## src/rtl/dst_frame_pkg.sv

```systemverilog
// Shared types and sizing helpers for the destination frame packer.
// The build option DST_FRAME_STATS_EN adds frame and stall counters to the top level.
package dst_frame_pkg;

  // Default stream geometry
  localparam int DEF_IN_W  = 1024;
  localparam int DEF_OUT_W = 64;
  localparam int DEF_LEN_W = 16;

  // Number of narrow beats carved from one wide beat
  function automatic int ratio_f(input int in_w, input int out_w);
    return in_w / out_w;
  endfunction

  // Width of the slice selector
  function automatic int sel_w_f(input int in_w, input int out_w);
    return $clog2(in_w / out_w);
  endfunction

  localparam int RATIO = ratio_f(DEF_IN_W, DEF_OUT_W);
  localparam int SEL_W = sel_w_f(DEF_IN_W, DEF_OUT_W);

  // The FSM state is exactly "is a wide word held"
  typedef enum logic {
    ST_EMPTY = 1'b0,
    ST_FULL  = 1'b1
  } state_e;

endpackage

```

## src/rtl/dst_frame_packer_beat_counter.sv

```systemverilog
// Output beat counter: tracks position inside the current frame and raises TLAST.
// The frame length is captured on the first beat of every frame, so frame_len edits
// made mid-frame only take effect from the next frame.
module frame_beat_counter #(
  parameter int LEN_W = 16
) (
  input  logic             clk,
  input  logic             rst_n,
  input  logic             clr,
  input  logic             beat_fire,
  input  logic             tvalid,
  input  logic [LEN_W-1:0] frame_len,
  output logic             tlast,
  output logic [LEN_W-1:0] beat_cnt
);

  logic [LEN_W-1:0] beat_cnt_q, beat_cnt_d;
  logic [LEN_W-1:0] len_q, len_d;
  logic [LEN_W-1:0] len_eff;
  logic             at_last;

  // Frame position bookkeeping; at the start of a frame the live frame_len governs
  always_comb begin
    len_eff    = (beat_cnt_q == '0) ? frame_len : len_q;
    at_last    = (len_eff != '0) && (beat_cnt_q == (len_eff - LEN_W'(1)));
    tlast      = tvalid & at_last;
    beat_cnt_d = beat_cnt_q;
    len_d      = len_q;
    if (clr) begin
      beat_cnt_d = '0;
      len_d      = '0;
    end else if (beat_fire) begin
      if (beat_cnt_q == '0) begin
        len_d = frame_len;
      end
      // Stream mode (length 0) simply wraps modulo 2^LEN_W
      beat_cnt_d = at_last ? '0 : (beat_cnt_q + LEN_W'(1));
    end
  end

  // Counter and captured-length registers
  always_ff @(posedge clk or negedge rst_n) begin
    if (!rst_n) begin
      beat_cnt_q <= '0;
      len_q      <= '0;
    end else begin
      beat_cnt_q <= beat_cnt_d;
      len_q      <= len_d;
    end
  end

  assign beat_cnt = beat_cnt_q;

endmodule

```

## src/rtl/dst_frame_packer.sv

```systemverilog
// Wide-to-narrow AXI-Stream packer: holds one IN_W word and emits it as IN_W/OUT_W
// narrow beats, LSB slice first, inserting TLAST every frame_len beats.
// Optional build macro DST_FRAME_STATS_EN adds frame_cnt and stall_cnt outputs.
module dst_frame_packer
  import dst_frame_pkg::*;
#(
  parameter int IN_W  = DEF_IN_W,
  parameter int OUT_W = DEF_OUT_W,
  parameter int LEN_W = DEF_LEN_W
) (
  input  logic               AXIS_ACLK,
  input  logic               AXIS_ARESETN,
  input  logic               clr,
  input  logic [LEN_W-1:0]   frame_len,
  input  logic               S_AXIS_TVALID,
  output logic               S_AXIS_TREADY,
  input  logic [IN_W-1:0]    S_AXIS_TDATA,
  output logic               M_AXIS_TVALID,
  input  logic               M_AXIS_TREADY,
  output logic [OUT_W-1:0]   M_AXIS_TDATA,
  output logic [OUT_W/8-1:0] M_AXIS_TSTRB,
  output logic               M_AXIS_TLAST,
  output logic               busy
`ifdef DST_FRAME_STATS_EN
  ,
  output logic [31:0]        frame_cnt,
  output logic [31:0]        stall_cnt
`endif
);

  localparam int NUM_SLICES = ratio_f(IN_W, OUT_W);
  localparam int SEL_BITS   = sel_w_f(IN_W, OUT_W);

  state_e              state_q, state_d;
  logic [IN_W-1:0]     hold_q, hold_d;
  logic [SEL_BITS-1:0] sel_q, sel_d;
  logic                last_sel;
  logic                s_ready;
  logic                s_fire;
  logic                m_fire;
  logic                tlast;
  logic [LEN_W-1:0]    beat_cnt;
  logic [OUT_W-1:0]    slice_w [NUM_SLICES];

  // Break the held word into its narrow slices
  for (genvar gi = 0; gi < NUM_SLICES; gi++) begin : g_slice
    assign slice_w[gi] = hold_q[gi*OUT_W +: OUT_W];
  end

  assign last_sel = (sel_q == SEL_BITS'(NUM_SLICES - 1));

  // Next-state, slice select and handshakes; clr overrides everything
  always_comb begin
    state_d = state_q;
    hold_d  = hold_q;
    sel_d   = sel_q;
    s_ready = 1'b0;
    m_fire  = 1'b0;
    if (!clr) begin
      // Accept a new word when empty, or when the last slice leaves this cycle
      s_ready = (state_q == ST_EMPTY) | (last_sel & M_AXIS_TREADY);
      m_fire  = (state_q == ST_FULL) & M_AXIS_TREADY;
    end
    s_fire = S_AXIS_TVALID & s_ready;
    if (clr) begin
      state_d = ST_EMPTY;
      sel_d   = '0;
    end else begin
      case (state_q)
        ST_EMPTY: begin
          if (s_fire) begin
            hold_d  = S_AXIS_TDATA;
            sel_d   = '0;
            state_d = ST_FULL;
          end
        end
        ST_FULL: begin
          if (m_fire) begin
            if (last_sel) begin
              sel_d = '0;
              if (s_fire) begin
                hold_d = S_AXIS_TDATA;
              end else begin
                state_d = ST_EMPTY;
              end
            end else begin
              sel_d = sel_q + SEL_BITS'(1);
            end
          end
        end
        default: state_d = ST_EMPTY;
      endcase
    end
  end

  // State, held word and slice pointer
  always_ff @(posedge AXIS_ACLK or negedge AXIS_ARESETN) begin
    if (!AXIS_ARESETN) begin
      state_q <= ST_EMPTY;
      hold_q  <= '0;
      sel_q   <= '0;
    end else begin
      state_q <= state_d;
      hold_q  <= hold_d;
      sel_q   <= sel_d;
    end
  end

  frame_beat_counter #(
    .LEN_W (LEN_W)
  ) u_beat_counter (
    .clk       (AXIS_ACLK),
    .rst_n     (AXIS_ARESETN),
    .clr       (clr),
    .beat_fire (m_fire),
    .tvalid    (M_AXIS_TVALID),
    .frame_len (frame_len),
    .tlast     (tlast),
    .beat_cnt  (beat_cnt)
  );

  assign S_AXIS_TREADY = s_ready;
  assign M_AXIS_TVALID = (state_q == ST_FULL);
  assign M_AXIS_TDATA  = slice_w[sel_q];
  assign M_AXIS_TSTRB  = '1;
  assign M_AXIS_TLAST  = tlast;
  assign busy          = (state_q == ST_FULL) | (beat_cnt != '0);

`ifdef DST_FRAME_STATS_EN
  logic [31:0] frame_cnt_q, frame_cnt_d;
  logic [31:0] stall_cnt_q, stall_cnt_d;

  // Completed frames (wrapping) and back-pressure cycles (saturating)
  always_comb begin
    frame_cnt_d = frame_cnt_q;
    stall_cnt_d = stall_cnt_q;
    if (clr) begin
      frame_cnt_d = '0;
      stall_cnt_d = '0;
    end else begin
      if (m_fire & tlast) begin
        frame_cnt_d = frame_cnt_q + 32'd1;
      end
      if (M_AXIS_TVALID & ~M_AXIS_TREADY & (stall_cnt_q != 32'hFFFF_FFFF)) begin
        stall_cnt_d = stall_cnt_q + 32'd1;
      end
    end
  end

  // Statistics registers
  always_ff @(posedge AXIS_ACLK or negedge AXIS_ARESETN) begin
    if (!AXIS_ARESETN) begin
      frame_cnt_q <= '0;
      stall_cnt_q <= '0;
    end else begin
      frame_cnt_q <= frame_cnt_d;
      stall_cnt_q <= stall_cnt_d;
    end
  end

  assign frame_cnt = frame_cnt_q;
  assign stall_cnt = stall_cnt_q;
`endif

endmodule

```

## config.mk

```make
export PLATFORM = sky130hd
export DESIGN_NAME = dst_frame_packer
export DESIGN_NICKNAME = d
export VERILOG_FILES = /design/src/rtl/dst_frame_pkg.sv /design/src/rtl/dst_frame_packer_beat_counter.sv /design/src/rtl/dst_frame_packer.sv
export SDC_FILE = /design/constraint.sdc
export NUM_CORES = 1
export LEC_CHECK = 0
export BUFFER_PORTS_ARGS = -buffer_cell sky130_fd_sc_hd__buf_2
export CAP_MARGIN = 10
export CORE_AREA = 4 4 429 431
export DETAILED_ROUTE_END_ITERATION = 16
export DIE_AREA = 0 0 433 435
export PLACE_DENSITY = 0.51
export SYNTH_ARGS = -nofsm -noshare
export SYNTH_HDL_FRONTEND = slang
export SYNTH_SLANG_ARGS = --single-unit
```

## constraint.sdc

```tcl
create_clock -name AXIS_ACLK -period 4.4 [get_ports AXIS_ACLK]
set_input_delay 0.44 -clock AXIS_ACLK [delete_from_list [all_inputs] [get_ports AXIS_ACLK]]
set_output_delay 0.44 -clock AXIS_ACLK [all_outputs]
set_load 0.01 [all_outputs]
```

=== Word level (Yosys, flattened, before mapping) ===
Index checks and enable logic that the tools add are counted.

* Order comparisons: 1
* Reductions and logical operators: 7
* Bitwise gates (word level): 9
* Equal/unequal tests: 6
* $add $sub $neg: 3
* Mux-type cells: 25

{| class="wikitable"
|+ Operators by type and width
! operator !! number
|-
| two-way mux 1024 bit || 3
|-
| case mux 1024 bit (2 select lines) || 1
|-
| binary-select mux 64 bit (select 4 bit) || 1
|-
| two-way mux 64 bit || 2
|-
| two-way mux 16 bit || 6
|-
| nonzero test 16 bit || 2
|-
| adder 16 x 1 -> 16 bit, second input constant || 1
|-
| == test 16 bit || 1
|-
| zero test 16 bit || 1
|-
| two-way mux 4 bit || 4
|-
| subtractor 16 x 1 -> 16 bit, second input constant || 1
|-
| case mux 4 bit (2 select lines) || 1
|-
| two-way mux 1 bit || 6
|-
| >= comparator 5 bit, second input constant || 1
|-
| NOT 4 -> 5 bit || 1
|-
| adder 4 x 1 -> 4 bit, second input constant || 1
|-
| AND 1 bit || 4
|-
| == test 4 bit, second input constant || 1
|-
| != test 2 x 1 -> 1 bit, second input constant || 2
|-
| != test 3 x 2 -> 1 bit, second input constant || 1
|-
| != test 3 bit, second input constant || 1
|-
| AND reduction 3 bit || 1
|-
| NOT 1 bit || 2
|-
| bitwise OR 1 bit || 2
|-
| 4 further kinds || 4
|}

* Register bits after elaboration: 1061
* Output and inout port bits: 76
* Input bits: 1045
* Logic and storage cells: 56

=== Longest topological paths before layout ===
* Word-level depth: 10
* Gate-level depth with buffers: 19
* Mapped depth without buffers: 15

=== Hierarchy ===
A second synthesis with hierarchy kept.

* Cell total of the unflattened synthesis: 3383
* Area total of the unflattened synthesis: 49621.3 µm²

{| class="wikitable"
|+ By module, submodules not included
! module !! instances !! cells an instance !! area each (µm²)
|-
| dst_frame_packer || 1 || 3020 || 46652.2
|-
| frame_beat_counter || 1 || 363 || 2969.1
|}

=== Least setup slack after synthesis ===
No wires, ideal clock.

* Path type: reg2out
* Start: register u_beat_counter.beat_cnt_q[12], in the netlist u_beat_counter.beat_cnt[12]
* End: output port M_AXIS_TLAST
* Slack: 0.228 ns
* Data arrival time: 3.732 ns
* Stages on the path, launching flop included: 16
* Cell sequence: dfrtp_1 -> clkbuf_1 -> nor4_1 -> and4_1 -> buf_2 -> buf_4 -> mux2i_1 -> ha_1 -> clkbuf_1 -> nor3b_1 -> nand2_1 -> or4_1 -> a21oi_1 -> or3_1 -> nand4_1 -> nor4_1

* Cells in the longest elaborated chain, start to end: 6
* Elaborated cells between the ends (all ways): 7
* Classes of those cells: add/sub: 1; eq/ne: 1; mux: 1; bitwise: 1; reduce/logical: 3

{| class="wikitable"
|+ Ends and longest elaborated chain
! element !! RTL line !! RTL
|-
| start, declared || dst_frame_packer_beat_counter.sv:17 || <nowiki>logic [LEN_W-1:0] beat_cnt_q, beat_cnt_d;</nowiki>
|-
| start signal, assigned || dst_frame_packer_beat_counter.sv:47 || <nowiki>beat_cnt_q <= beat_cnt_d;</nowiki>
|-
| zero test 16 bit || dst_frame_packer_beat_counter.sv:24 || <nowiki>len_eff = (beat_cnt_q == '0) ? frame_len : len_q;</nowiki>
|-
| two-way mux 16 bit || - ||
|-
| subtractor 16 x 1 -> 16 bit || dst_frame_packer_beat_counter.sv:25 || <nowiki>at_last = (len_eff != '0) && (beat_cnt_q == (len_eff - LEN_W'(1)));</nowiki>
|-
| == test 16 bit || dst_frame_packer_beat_counter.sv:25 ||
|-
| logical AND 1 bit * || dst_frame_packer_beat_counter.sv:25 ||
|-
| AND 1 bit * || dst_frame_packer_beat_counter.sv:26 || <nowiki>tlast = tvalid & at_last;</nowiki>
|-
| end, declared || dst_frame_packer.sv:22 || <nowiki>output logic M_AXIS_TLAST,</nowiki>
|}

Mark *: on every way between the ends. The rest lies on a longest branch, timed or not.

=== Worst setup path after layout ===
* Start: register u_beat_counter.beat_cnt_q[13], in the netlist u_beat_counter.beat_cnt[13]
* End: output port M_AXIS_TLAST

The elaborated chain is that of the path after synthesis.

==> metrics list <==
- Status: finished with violations
- Failing checks: setup timing
* Worst-path cell with the longest stage delay: sky130_fd_sc_hd__dfrtp_2
- Start point of the critical path: u_beat_counter.beat_cnt[13]
* Setup ws final: -0.211 ns
- Final-report hold violation count: 0
- Most used standard cells in the synthesized netlist: sky130_fd_sc_hd__mux2_2 (1088), sky130_fd_sc_hd__dfrtp_1 (1061), sky130_fd_sc_hd__mux2i_1 (205)
* Routed length per instance: 24.5 um
- In this run the critical register-to-register path is launched from u_beat_counter.beat_cnt[13].
* Placement-stage worst setup slack: -0.0749 ns
* 1st-iter DRT viols: 2270
* Overflow after GRT: 0
- After layout, the minimum clock period comes to ~4.6 ns.
- The cell family contributing the most delay on the critical path is simple AND/OR/NAND/NOR gates.
- The H-tree generated during clock tree synthesis spans 3 levels.
- Slew headroom: 0.255
* CP endpoint kind: output port
* Synth Cell Area: 48800 um2
* Biggest area contributors in the synthesized netlist: sky130_fd_sc_hd__dfrtp_1 (54%), sky130_fd_sc_hd__mux2_2 (25%), sky130_fd_sc_hd__mux4_2 (5.9%)
* Register area: around 27000 um2
* Final Cycle Share: 1.05
* Total Power Consumption: just under 30 mW
- Wires add up to between 150000 and 200000 um.
* Critical path's most frequent cell: sky130_fd_sc_hd__buf_4
- Measured on the finished design, the core utilization comes to 0.402.
* Kind of start point of the critical path: flip-flop
- Multi-input combinational cell area: ~21000 um2
- # nets final: ~6.6k
- Number of nets with antenna violations after detailed routing: 0
* Area share of the largest cell type after synthesis: 0.545
- The initial utilization of the core area, before any placement, comes to 0.271.
* Final cell count without fillers: between 8k and 9k
- The critical path contains buffers and inverters numbering 3 combined.
- Post-synth cell types: 60
- CTS placed an instance of sky130_fd_sc_hd__clkbuf_16 at the clock tree root.
* Placeable Area: 180000 um2
- RSZ-0062 raised after global routing: true
- Max Cap Violations: 0
- Antenna violations before repair: 82
* Half-perimeter wire length of the detailed placement result: 145000 um
- Maximum root-to-sink buffer count: 3
- Ys flop type: sky130_fd_sc_hd__dfrtp_1
- Mean area per synthesized cell: between 10 and 15 um2
- STA puts the critical path data arrival time at 4.17 ns.
* Die area: about 190000 um2
- Synthesis-to-layout area growth: 48.6%
- Data required time of the critical path: 3.96 ns
* Number of design rule violations left after detail routing: 0
- The clock arrives with slightly below 0.06 ns of skew.
- The die is 433 um wide.
- During synthesis, Yosys emitted a total of 0 warnings.
- First-pass GRT wire length: between 200000 and 300000 um
* Number of enable-type register cells in the synthesized netlist: 0
- In the final timing run, aggregate negative setup slack is -0.211 ns.
- Once layout is done, the placed cells without fillers occupy 72500 um2.
- Entering global routing, the biggest net connects between 100 and 150 pins.
- Number of detailed-routing iterations run before antenna repair: 7
- By instance count, the leading cell after synthesis is sky130_fd_sc_hd__mux2_2.
- Maximum frequency from static timing analysis: ~0.22 GHz
- For this run, the register share of the synthesized area comes to 0.545.
* Global-route total usage across every layer: 0.205
- Critical-path cell list: nor4b_4, and4_4, mux2i_4, ha_2, buf_4, nand3_1, or4_1, a31oi_1, xnor2_1, nand4_1, nor4_4, buf_4, buf_6
- Setup Crit Path Kind: reg2out
- Counting the fill cells in the layout gives about 17k.
- Buffers inserted during clock tree synthesis total 120.
* Via count: 38.5k
- Final-report max-slew violation count: 0
- Standard-cell rows: about 160
- Counting every instance in the synthesized netlist gives 3416.
- After synthesis the netlist holds a flip-flop and latch count of approximately 1.1k.
- Ratio of routed vias to standard cells: between 4 and 5
- The worst hold path begins at S_AXIS_TDATA[913].
- Count of placed standard cells including taps: around 6.8k
- Leakage component of the power: 30.8 nW
- Input and output buffers added on the ports amount to roughly 1.1k.
- Crit Path Max Fanout: 7
- In the synthesized netlist the async set-or-reset flop fraction comes to 1.00.
- For the pin with the worst max-slew slack, the measured transition is about 1.1 ns.
- Path type of the worst min-delay path: in2reg
- At the end of routability-driven placement, the weighted congestion stood at about 0.9.
- Setup violations remaining at the end of the flow were counted as 1.
- Fraction of final layout cells sized beyond drive strength 1: 0.474
- IR analysis of the VDD net gives a maximum drop of 378 uV.
* Area leader, netlist: sky130_fd_sc_hd__dfrtp_1
- Final hold analysis gives a worst-case slack of just under 0.07 ns.
- Clock tree synthesis found a total of roughly 1.1k sinks.
* Via count of the first global-routing pass: ~41k
- I/O pin count: between 1k and 1.5k
* CTS tree: done
- Cell Area, Placed: 57600 um2
* Insertion delay to the later sink of the worst-skew pair: 0.78 ns
- Biggest cell delay along the critical path: about 0.47 ns
- Measured along the y axis, the die boundary spans 435 um.
- Power per cell area: approximately 400 nW/um2
- Clock transition at the registers of the reported paths: roughly 0.070 ns
logic make-up after synthesis:
kind of cell	after synthesis	share of synthesized area
simple gates	243	0.0247
compound gates	399	0.0515
fa+ha+maj	4	0.00103
mux	1422	0.353
xor+xnor	25	0.00449
flops	1061	0.545
other cells	1	0.0000769
buf+inv	261	0.0209
what timing repair did:
item,4_1_cts,5_1_grt
gates resized for setup,24,5
pin swaps,9,5
gates cloned,0,0
buffers inserted,10,0
hold buffers,1032,0
endpoints found under the setup margin,1,1
hold endpoints to repair,1090,0
state kept, by name, summed over array words and instances (netlist names):
signal	count
u_beat_counter.len_q	16
sel_q	4
hold_q	1024
M_AXIS_TVALID	1
u_beat_counter.beat_cnt	16
layout make-up:
cell class / instances / share of cell area
inverter: 8 / 0.000414
tap: 2370 / 0.0409
clock buffer: 179 / 0.0496
timing repair buffer: 2264 / 0.238
multi-input combinational: 2101 / 0.295
sequential: 1061 / 0.367
clock inverter: 39 / 0.00741
antenna: 68 / 0.00235
metal layers:
metal / GRT usage / part of all wire
met5: 0 / 0.00048
met4: 0.0778 / 0.039
met3: 0.0409 / 0.052
met2: 0.345 / 0.49
met1: 0.259 / 0.42
cells in the final DEF (no fill, tap or decap), types with 4 or more instances in the layout:
cell / n
sky130_fd_sc_hd__and2_1: 5
sky130_fd_sc_hd__nor3_1: 9
sky130_fd_sc_hd__o31ai_1: 6
sky130_fd_sc_hd__nor4_1: 4
sky130_fd_sc_hd__a22oi_1: 67
sky130_fd_sc_hd__mux2i_1: 203
sky130_fd_sc_hd__mux2_2: 1088
sky130_fd_sc_hd__dfrtp_1: 1054
sky130_fd_sc_hd__or4_1: 7
sky130_fd_sc_hd__nand3_1: 15
sky130_fd_sc_hd__bufinv_16: 9
sky130_fd_sc_hd__clkbuf_1: 24
sky130_fd_sc_hd__nor2_1: 20
sky130_fd_sc_hd__o21ai_0: 136
sky130_fd_sc_hd__xnor2_1: 19
sky130_fd_sc_hd__buf_2: 1110
sky130_fd_sc_hd__dfrtp_4: 4
sky130_fd_sc_hd__o21ai_1: 7
sky130_fd_sc_hd__nand2_1: 120
sky130_fd_sc_hd__diode_2: 68
sky130_fd_sc_hd__clkbuf_16: 122
sky130_fd_sc_hd__buf_12: 34
sky130_fd_sc_hd__clkbuf_8: 33
sky130_fd_sc_hd__and3_1: 8
sky130_fd_sc_hd__a221oi_1: 64
sky130_fd_sc_hd__o311ai_1: 5
sky130_fd_sc_hd__nand4_1: 18
sky130_fd_sc_hd__xor2_1: 6
sky130_fd_sc_hd__inv_1: 6
sky130_fd_sc_hd__buf_4: 86
sky130_fd_sc_hd__a21oi_1: 89
sky130_fd_sc_hd__mux4_2: 128
sky130_fd_sc_hd__dlygate4sd3_1: 1032
sky130_fd_sc_hd__clkinv_2: 18
sky130_fd_sc_hd__a31oi_1: 7
sky130_fd_sc_hd__conb_1: 8
final timing paths:
kind,cells after the start,slack [ns],end
setup / recovery,13,-0.21,M_AXIS_TLAST
hold / removal,2,0.07,hold_q[913]
setup reg to reg,16,0.70,u_beat_counter.beat_cnt[3]
hold reg to reg,1,0.50,hold_q[713]
max in group asynchronous,3,2.67,hold_q[630]
min in group asynchronous,2,0.30,hold_q[448]
where the power goes:
part           total [mW]  switching, mW  internal (mW)
combinational        5.72           2.28           3.44
clock                10.6           4.39           6.17
sequential           12.7           1.12           11.6
total                29.0           7.79           21.2
Note: power is estimated with default switching activity, not from simulation.
